$ cat config.mk
export PLATFORM = sky130hd
export DESIGN_NAME = instr_boot_loader
export DESIGN_NICKNAME = d
export VERILOG_FILES = /design/src/rtl/boot_pkg.sv /design/src/rtl/word_assembler.sv /design/src/rtl/instr_boot_loader.sv
export SDC_FILE = /design/constraint.sdc
export NUM_CORES = 1
export LEC_CHECK = 0
export ABC_AREA = 1
export BUFFER_PORTS_ARGS = -buffer_cell sky130_fd_sc_hd__buf_2
export CAP_MARGIN = 10
export CORE_ASPECT_RATIO = 0.6
export CORE_MARGIN = 5
export CORE_UTILIZATION = 41
export DETAILED_ROUTE_END_ITERATION = 10
export GPL_ROUTABILITY_DRIVEN = 0
export SETUP_SLACK_MARGIN = 0.1
export SYNTH_ARGS = -nofsm -noshare
export SYNTH_HDL_FRONTEND = slang
export SYNTH_HIERARCHICAL = 1
export SYNTH_SLANG_ARGS = --single-unit
$ cat constraint.sdc
create_clock -name clk_i -period 2.44 [get_ports clk_i]
set_input_delay 0.366 -clock clk_i [delete_from_list [all_inputs] [get_ports clk_i]]
set_output_delay 0.366 -clock clk_i [all_outputs]
set_load 0.02 [all_outputs]
$ cat src/rtl/boot_pkg.sv
// Shared definitions for the instruction boot loader: loader states,
// stream field widths and the header acceptance rule.
package boot_pkg;

  localparam int unsigned BYTE_W = 8;
  localparam int unsigned HDR_W  = 16;
  localparam int unsigned WORD_W = 32;

  typedef enum logic [2:0] {
    HDR_HI,
    HDR_LO,
    DATA,
    RUN,
    DONE,
    ERR
  } boot_state_e;

  // A word count is loadable when it is non-zero and fits the memory.
  function automatic logic hdr_count_ok(input logic [HDR_W-1:0] n,
                                        input int unsigned depth_log2);
    return (n != '0) && (32'(n) <= (32'd1 << depth_log2));
  endfunction

endpackage

$ cat src/rtl/word_assembler.sv
// Packs accepted stream bytes big-endian into 32-bit words; word_done_o
// pulses combinationally alongside the fourth byte of each word.
module word_assembler
  import boot_pkg::*;
(
  input  logic              clk_i,
  input  logic              rst_ni,
  input  logic              take_i,
  input  logic [BYTE_W-1:0] byte_i,
  output logic              word_done_o,
  output logic [WORD_W-1:0] word_o
);

  logic [1:0]               cnt_q;
  logic [WORD_W-BYTE_W-1:0] shift_q;

  always_ff @(posedge clk_i or negedge rst_ni) begin
    if (!rst_ni) begin
      cnt_q   <= '0;
      shift_q <= '0;
    end else if (take_i) begin
      cnt_q   <= cnt_q + 2'd1;
      shift_q <= {shift_q[WORD_W-2*BYTE_W-1:0], byte_i};
    end
  end

  assign word_done_o = take_i && (cnt_q == 2'd3);
  assign word_o      = {shift_q, byte_i};

endmodule

$ cat src/rtl/instr_boot_loader.sv
// Boot loader: receives a length-prefixed byte stream into instruction
// memory, then releases the CPU for a fixed run window and freezes it.
module instr_boot_loader
  import boot_pkg::*;
#(
  parameter int unsigned DEPTH_LOG2 = 8,
  parameter int unsigned RUN_CYCLES = 100
) (
  input  logic                  clk_i,
  input  logic                  rst_i,
  input  logic                  byte_valid_i,
  input  logic [BYTE_W-1:0]     byte_data_i,
  output logic                  byte_ready_o,
  output logic                  im_we_o,
  output logic [DEPTH_LOG2-1:0] im_addr_o,
  output logic [WORD_W-1:0]     im_wdata_o,
  output logic                  cpu_rst_n_o,
  output logic                  cpu_run_o,
  output logic                  run_done_o,
  output logic                  err_o
);

  localparam int unsigned RC_W = (RUN_CYCLES > 0) ? $clog2(RUN_CYCLES + 1) : 1;

  boot_state_e           state_q, state_d;
  logic [BYTE_W-1:0]     hdr_hi_q;
  logic [HDR_W-1:0]      n_q;
  logic [DEPTH_LOG2-1:0] idx_q;
  logic [RC_W-1:0]       run_cnt_q;
  logic                  byte_ready_q, im_we_q, cpu_rst_n_q, cpu_run_q;
  logic                  run_done_q, err_q;
  logic [DEPTH_LOG2-1:0] im_addr_q;
  logic [WORD_W-1:0]     im_wdata_q;

  logic              fire, take, word_done, last_word, run_expired;
  logic [WORD_W-1:0] word;
  logic [HDR_W-1:0]  hdr_n;

  assign fire        = byte_valid_i && byte_ready_q;
  assign take        = fire && (state_q == DATA);
  assign hdr_n       = {hdr_hi_q, byte_data_i};
  assign last_word   = (32'(idx_q) + 32'd1) == 32'(n_q);
  assign run_expired = (run_cnt_q == RC_W'(RUN_CYCLES));

  word_assembler u_asm (
    .clk_i       (clk_i),
    .rst_ni      (rst_i),
    .take_i      (take),
    .byte_i      (byte_data_i),
    .word_done_o (word_done),
    .word_o      (word)
  );

  always_comb begin
    state_d = state_q;
    unique case (state_q)
      HDR_HI: if (fire) state_d = HDR_LO;
      HDR_LO: if (fire) state_d = hdr_count_ok(hdr_n, DEPTH_LOG2) ? DATA : ERR;
      DATA:   if (word_done && last_word) state_d = RUN;
      RUN:    if (run_expired) state_d = DONE;
      DONE:   state_d = DONE;
      ERR:    state_d = ERR;
      default: state_d = ERR;
    endcase
  end

  // Outputs are registered from the next state so they track the state
  // register exactly; the CPU controls lag by one cycle behind entering RUN.
  always_ff @(posedge clk_i or negedge rst_i) begin
    if (!rst_i) begin
      state_q      <= HDR_HI;
      hdr_hi_q     <= '0;
      n_q          <= '0;
      idx_q        <= '0;
      run_cnt_q    <= '0;
      byte_ready_q <= 1'b0;
      im_we_q      <= 1'b0;
      im_addr_q    <= '0;
      im_wdata_q   <= '0;
      cpu_rst_n_q  <= 1'b0;
      cpu_run_q    <= 1'b0;
      run_done_q   <= 1'b0;
      err_q        <= 1'b0;
    end else begin
      state_q      <= state_d;
      byte_ready_q <= (state_d == HDR_HI) || (state_d == HDR_LO) || (state_d == DATA);
      err_q        <= (state_d == ERR);
      run_done_q   <= (state_d == DONE);
      cpu_rst_n_q  <= (state_q == RUN) || (state_q == DONE);
      cpu_run_q    <= (state_q == RUN) && !run_expired;
      im_we_q      <= word_done;

      if (fire && (state_q == HDR_HI)) hdr_hi_q <= byte_data_i;
      if (fire && (state_q == HDR_LO)) n_q <= hdr_n;

      if (word_done) begin
        im_wdata_q <= word;
        im_addr_q  <= idx_q;
        if (!last_word) idx_q <= idx_q + 1'b1;
      end

      if ((state_q == RUN) && !run_expired) run_cnt_q <= run_cnt_q + 1'b1;
    end
  end

  assign byte_ready_o = byte_ready_q;
  assign im_we_o      = im_we_q;
  assign im_addr_o    = im_addr_q;
  assign im_wdata_o   = im_wdata_q;
  assign cpu_rst_n_o  = cpu_rst_n_q;
  assign cpu_run_o    = cpu_run_q;
  assign run_done_o   = run_done_q;
  assign err_o        = err_q;

endmodule

==> results of run 1 <==
==> worst max-delay path by stage <==
stage | start | to | slack [ps] | cells past startpoint
floorplan | state_q[2]$_DFF_PN0_ | im_addr_o[1]$_DFFE_PN0P_ | 280 | 8
global placement | state_q[2]$_DFF_PN0_ | byte_ready_o$_DFF_PN0_ | 610 | 9
detailed placement | idx_q[0]$_DFFE_PN0P_ | byte_ready_o$_DFF_PN0_ | 530 | 12
CTS | idx_q[0]$_DFFE_PN0P_ | byte_ready_o$_DFF_PN0_ | 530 | 12
global route | idx_q[1]$_DFFE_PN0P_ | idx_q[2]$_DFFE_PN0P_ | 320 | 13
finish | idx_q[0]$_DFFE_PN0P_ | idx_q[2]$_DFFE_PN0P_ | 550 | 13
==> report_power, final <==
| group | internal, mW | total (mW) | leakage [nW] | switching, mW |
|---|---|---|---|---|
| Sequential | 1.89 | 1.89 | 1.57 | 0 |
| Clock | 1.39 | 2.28 | 0.255 | 0.883 |
| Combinational | 0.0135 | 0.0621 | 1.42 | 0.0486 |
| Total | 3.30 | 4.23 | 3.25 | 0.931 |
==> critical path: cells and delay by family, from the launching register on <==
| family | cells | cell delay, ps |
|---|---|---|
| flip-flops | 1 | 430 |
| adder cells (fa/ha/maj) | 1 | 350 |
| buffers and inverters | 1 | 50 |
| AND/OR/NAND/NOR | 11 | 1000 |
==> cell families (layout without fill, tap and decap cells) <==
logic type,Yosys count,count (layout),share of synthesized area (%)
adders and majority gates,4,4,0.993
muxes,33,33,7.38
buffers and inverters,74,147,7.15
xor gates and xnor gates,6,6,1.04
AOI/OAI and AO/OA,35,35,3.80
and+or+nand+nor,269,269,23.0
DFF,114,114,56.6
==> metal layers <==
layer	global-route usage, %	vias to the layer above	part of all wire [%]
met3	3.55	11	4.2
met1	21.4	1811	51
met4	6.89	0	1.1
li1	-	1799	-
met5	0	-	0
met2	24.0	65	44
==> sequential cells by signal, indices dropped and copies added, names as in the netlist <==
| signal | cells |
|---|---|
| cpu_rst_n_o | 1 |
| cpu_run_o | 1 |
| n_q | 16 |
| hdr_hi_q | 8 |
| byte_ready_o | 1 |
| run_done_o | 1 |
| im_wdata_o | 32 |
| state_q | 3 |
| run_cnt_q | 7 |
| idx_q | 8 |
| im_we_o | 1 |
| u_asm/cnt_q | 2 |
| im_addr_o | 8 |
| u_asm/shift_q | 24 |
| err_o | 1 |
==> cell usage after synthesis <==
cell type / number / area (um2)
a21boi_1: 1 / 7.51
a21oi_1: 8 / 40.0
buf_4: 9 / 67.6
buf_6: 4 / 45.0
buf_8: 1 / 15.0
clkbuf_1: 9 / 33.8
dfrtp_1: 114 / 2850
ha_1: 4 / 50.1
inv_1: 48 / 180
inv_2: 2 / 7.51
inv_8: 1 / 11.3
mux2_2: 33 / 372
nand2_1: 182 / 683
nand2_2: 9 / 56.3
nand2_4: 2 / 22.5
nand3_1: 27 / 135
nand3_2: 2 / 20.0
nand3b_1: 5 / 37.5
nand4_1: 2 / 12.5
nor2_1: 27 / 101
nor2_2: 3 / 18.8
nor2_4: 2 / 22.5
nor3_1: 3 / 15.0
nor3_2: 1 / 10.0
nor4_1: 1 / 6.26
o211ai_1: 1 / 7.51
o21ai_0: 23 / 115
o21ai_1: 1 / 5.00
o21ai_4: 1 / 16.3
or2_0: 2 / 12.5
or2_1: 1 / 6.26
xor2_1: 6 / 52.6
==> through the flow <==
step                worst slack (ps)  instances  utilization [%]  cell area, um2  hold slack (ps)
global route                     323        773             50.0            6010              219
global placement                 613        740             45.3            5450              424
detailed placement               529        740             45.3            5450              425
CTS                              527        773             50.0            6010              197
floorplan                        277        535                -            5040             70.4
finish                           553        773             50.0            6010              203
==> cell type report <==
| cell class | instances | area, um2 |
|---|---|---|
| Timing Repair Buffer | 64 | 370 |
| Multi-Input combinational cell | 347 | 1830 |
| Tap cell | 165 | 206 |
| Clock inverter | 13 | 114 |
| Inverter | 51 | 199 |
| Clock buffer | 19 | 433 |
| Sequential cell | 114 | 2850 |
| Fill cell | 1145 | 6020 |
==> timing repair <==
action | in CTS | in global routing
hold buffers | 1 | 0
hold endpoints to repair | 8 | 0
setup buffers | 0 | 0
==> metrics, run 1 <==
die height 95.9 um; setup slack, reg-to-reg 550 ps; synth-to-layout area growth 19.2%; crit path time final 1890 ps; #FFs+latches synth 114; vias in the first global route 3724; io pins 57; CP max stage cell dfrtp_1; Slew Limit Fails 0; std cell rows 31; via density per instance 4.77; Post-Syn Area 5040 um2; DRT Pass-1 Iters 4; worst flop-to-flop path startpoint idx_q[0]$_DFFE_PN0P_; status completed; routed wire length 10600 um; vias post-DR 3686; Post-layout nets 610; maxcap violations 0; total grt overflow 0; Setup CP Type flop to flop; global router's overall resource usage 15.6%; Startpoint Class flop; worst hold path class input port to flop; RSZ-0062 raised after global routing no; Max IR drop VDD 444 uV; total power 4.23 mW; CTS tree done; worst endpoint required time 2770 ps; Worst Path Max Fanout 9; Initial Util 41.9%; Core Area 12000 um2; Seq/Total Area, Yosys 56.6%; drt wl/cell 13.7 um; Inserted Clock Buffers 17; DP Wirelength 7400 um; ANT nets after route 0; RR Endpoint idx_q[2]$_DFFE_PN0P_; synthesized instance count 535; leakage power 3.25 nW; Die W 153 um; reg2reg path depth 13; antenna cells 0; Hold Startpoint byte_data_i[2]; Worst Path Arrival 2220 ps; initial antenna violation count 0; CP endpoint kind flop; H-tree depth 4; Final Hold Fails 0; largest net degree at the start of global routing 79; Fin Clk Skew 13.8 ps; Slew headroom 68.6%; synth warn 6; CTS clk-pin slew, worst paths 50 ps; first-pass GRT wire length 18300 um; Tcrit/Tclk final 77.3%; Avg Inst Size Synth 9.42 um2; initial drt markers 185; commonest non-fill, non-tap cell in the layout nand2_1; final setup fails 0; share of layout cells above drive strength 1 24.8%; clk sinks 114; post-CTS sizing 0; die area 14700 um2; clk_lat worst skew 410 ps; Max clock buf depth 2; critical path, cell by cell ha_1, inv_1, nand2_1, nand2_1, nor2_1, nand2_1, nor2_1, nand3_1, nor2_4, nand2_4, nand2_4, nand2_1, nand2_1; crit-path most repeated cell nand2_1; commonest cells after routing, fill and taps aside nand2_1, dfrtp_1, buf_2; hold path cells 3; DRC 0; Post-Syn Nets 550; PortBufs 56; pwr dens 704 nW/um2; Unique masters post-synth 32; max incr delay on CP 430 ps; root buffer cell clkbuf_16; Hold Path Sink u_asm/shift_q[2]$_DFFE_PN0P_; Achievable Freq 530 MHz; Worst-Margin Slew 471 ps; setup TNS 0 ps
No activity file was read; power rests on OpenSTA's default activity.
==> run 2: changes to the inputs <==
- clock period: 2.44 -> 1.7 ns (I/O delays scaled with it)
==> run 2 against run 1 <==
The flow now finishes with violations (setup timing). Setup slack worse by 610 ps. Core utilization increased by 5.0 points. Global-route usage is 0.99 points higher. Flip-flop and latch count is the same. Non-clock buffer count up 25. First-iteration DRC count up 29%. Fmax grew 7.2%. Critical path type unchanged. Routed wire length rose by 14%. Clock power increased by 56%.
==> metrics, run 2 (synthesized netlist as in run 1, its figures left out) <==
Die W 153 um (unchanged); WL met1 6360 um (+19%); total grt overflow 0 (unchanged); H-tree depth 4 (unchanged); CTS clk-pin slew, worst paths 50 ps (about the same); Initial Util 41.9% (unchanged); status finished, violations left; std cell rows 31 (unchanged); ANT nets after route 0 (unchanged); DRT Pass-1 Iters 4 (unchanged); routed wire length 12000 um (+14%); CTS tree done; first-pass GRT wire length 19100 um (+4.7%); top sig layer met4; RSZ-0062 raised after global routing yes; DRC 0 (unchanged); Setup CP Type flop to flop; initial drt markers 239 (+29%); crit path time final 1760 ps (-126 ps); min setup slack post-route -60.9 ps (-614 ps); Worst-Margin Slew 400 ps (-70.2 ps); reg2reg path depth 13 (unchanged); violated checks setup timing; share of layout cells above drive strength 1 30.6% (+5.8 points); commonest non-fill, non-tap cell in the layout nand2_1; vias in the first global route 3719 (-0.13%); number of fill cells in the layout 1065 (-7.0%); Non-Filler Instances 799 (+3.4%); clk sinks 114 (unchanged); clk_lat worst skew 410 ps (about the same); io pins 57 (unchanged); Final Hold Fails 0 (unchanged); CP endpoint kind flop; Max IR drop VDD 650 uV (+46%); PortBufs 56 (unchanged); Slew headroom 73.3% (+4.7 points); die height 95.9 um (unchanged); met2 WL 5070 um (+9.0%); Core Area 12000 um2 (unchanged); Largest register FFs 32 (unchanged); drt wl/cell 15.0 um (+10%); Startpoint Class flop; worst hold path class input port to flop; vias post-DR 3782 (+2.6%); Worst Path Max Fanout 8 (-1); maxcap violations 0 (unchanged); Worst Path Arrival 2100 ps (-120 ps); leakage power 3.51 nW (+8.2%); setup TNS -262 ps (-262 ps); root buffer cell clkbuf_16; register area 2860 um2 (+0.13%); Slew Limit Fails 0 (unchanged); Achievable Freq 568 MHz (+7.2%); hold path cells 3 (unchanged); final setup fails 8 (+8); Max clock buf depth 2 (unchanged); global router's overall resource usage 16.6% (+0.99 points); Fin Clk Skew 9.04 ps (-4.71 ps); largest net degree at the start of global routing 55 (-30%); worst endpoint required time 2040 ps (-730 ps); Tcrit/Tclk final 104% (+26 points); pwr dens 963 nW/um2 (+37%); Post-layout nets 636 (+4.3%); initial antenna violation count 0 (unchanged); antenna cells 0 (unchanged); via density per instance 4.73 (-0.73%); area of the multi-input gates 2060 um2 (+13%); Inserted Clock Buffers 17 (unchanged); DR WL met3 515 um (+17%); die area 14700 um2 (unchanged); DP Wirelength 7490 um (+1.2%); synth-to-layout area growth 31.2%; commonest cells after routing, fill and taps aside nand2_1, dfrtp_1, buf_2; dpl cells 750 (+1.4%)
-- run 2: cell count changes in the layout (fill, tap and decap cells not counted), sizes merged --
cell	before	now
buf	63	86
bufinv	1	3
clkbuf	19	24
clkinvlp	5	2
inv	52	50
nand2	193	194
-- run 2: repair_timing --
item / in CTS / in global routing
pin swaps: 7 / 12
gates resized for setup: 32 / 31
endpoints found under the setup margin: 43 / 85
hold buffers: 1 / 0
buffers inserted: 4 / 8
gates cloned: 3 / 2
endpoints found under the hold margin: 25 / 0
-- run 2: area by class of cell --
class,instances,share of cell area (%)
inverters,51,3.09
clock inverters,10,2.03
flip-flops and latches,114,43.2
clock buffers,22,6.87
well taps,165,3.12
multi-input cells,348,31.2
repair buffers,89,10.5
-- run 2: worst paths after layout --
path                                                from                       endpoint  slack, ps
setup / recovery                    idx_q[1]$_DFFE_PN0P_           idx_q[3]$_DFFE_PN0P_        -60
hold / removal                            byte_data_i[3]   u_asm/shift_q[3]$_DFFE_PN0P_        100
setup reg to reg                    idx_q[1]$_DFFE_PN0P_           idx_q[3]$_DFFE_PN0P_        -60
hold reg to reg            u_asm/shift_q[16]$_DFFE_PN0P_  u_asm/shift_q[16]$_DFFE_PN0P_        470
max in group asynchronous                          rst_i         byte_ready_o$_DFF_PN0_        750
min in group asynchronous                          rst_i        hdr_hi_q[4]$_DFFE_PN0P_        310
-- run 2: power breakdown --
part | internal [mW] | switching [mW] | leakage (nW) | total (mW)
clock network | 2.33 | 1.21 | 0.284 | 3.55
logic | 0.0241 | 0.0783 | 1.66 | 0.102
registers | 2.72 | 0 | 1.57 | 2.72
-- run 2: routing by layer --
metal | vias to the layer above | global-route usage [%]
li1 | 1856 | -
met1 | 1840 | 25.4
met2 | 81 | 22.5
met5 | - | 0
met4 | 0 | 6.00
met3 | 5 | 4.27
-- run 2: critical path, stage by stage (launching register included) --
cell     delay [ps]
dfrtp_1         390
buf_4           160
nand2_1          60
nor2_2          110
nand2_1          90
nand2_1          80
nand3_1          80
nand2_1         100
nand2_1         100
nor2_4          170
nand2_4         120
nand2_8         100
nand2_1          50
nand2_1          80
-- run 2: per-stage QoR --
step	instance area [um2]	utilization [%]	total power, mW	hold slack (ps)	worst slack [ps]
finish	6610	55.0	6.37	98.9	-60.9
global route	6610	55.0	6.57	92.5	-169
CTS	6410	53.3	6.44	83.8	-38.0
detailed placement	5600	46.5	2.87	207	-35.3
global placement	5600	46.5	2.86	208	-11.7
floorplan	5110	-	2.78	-40.6	-202
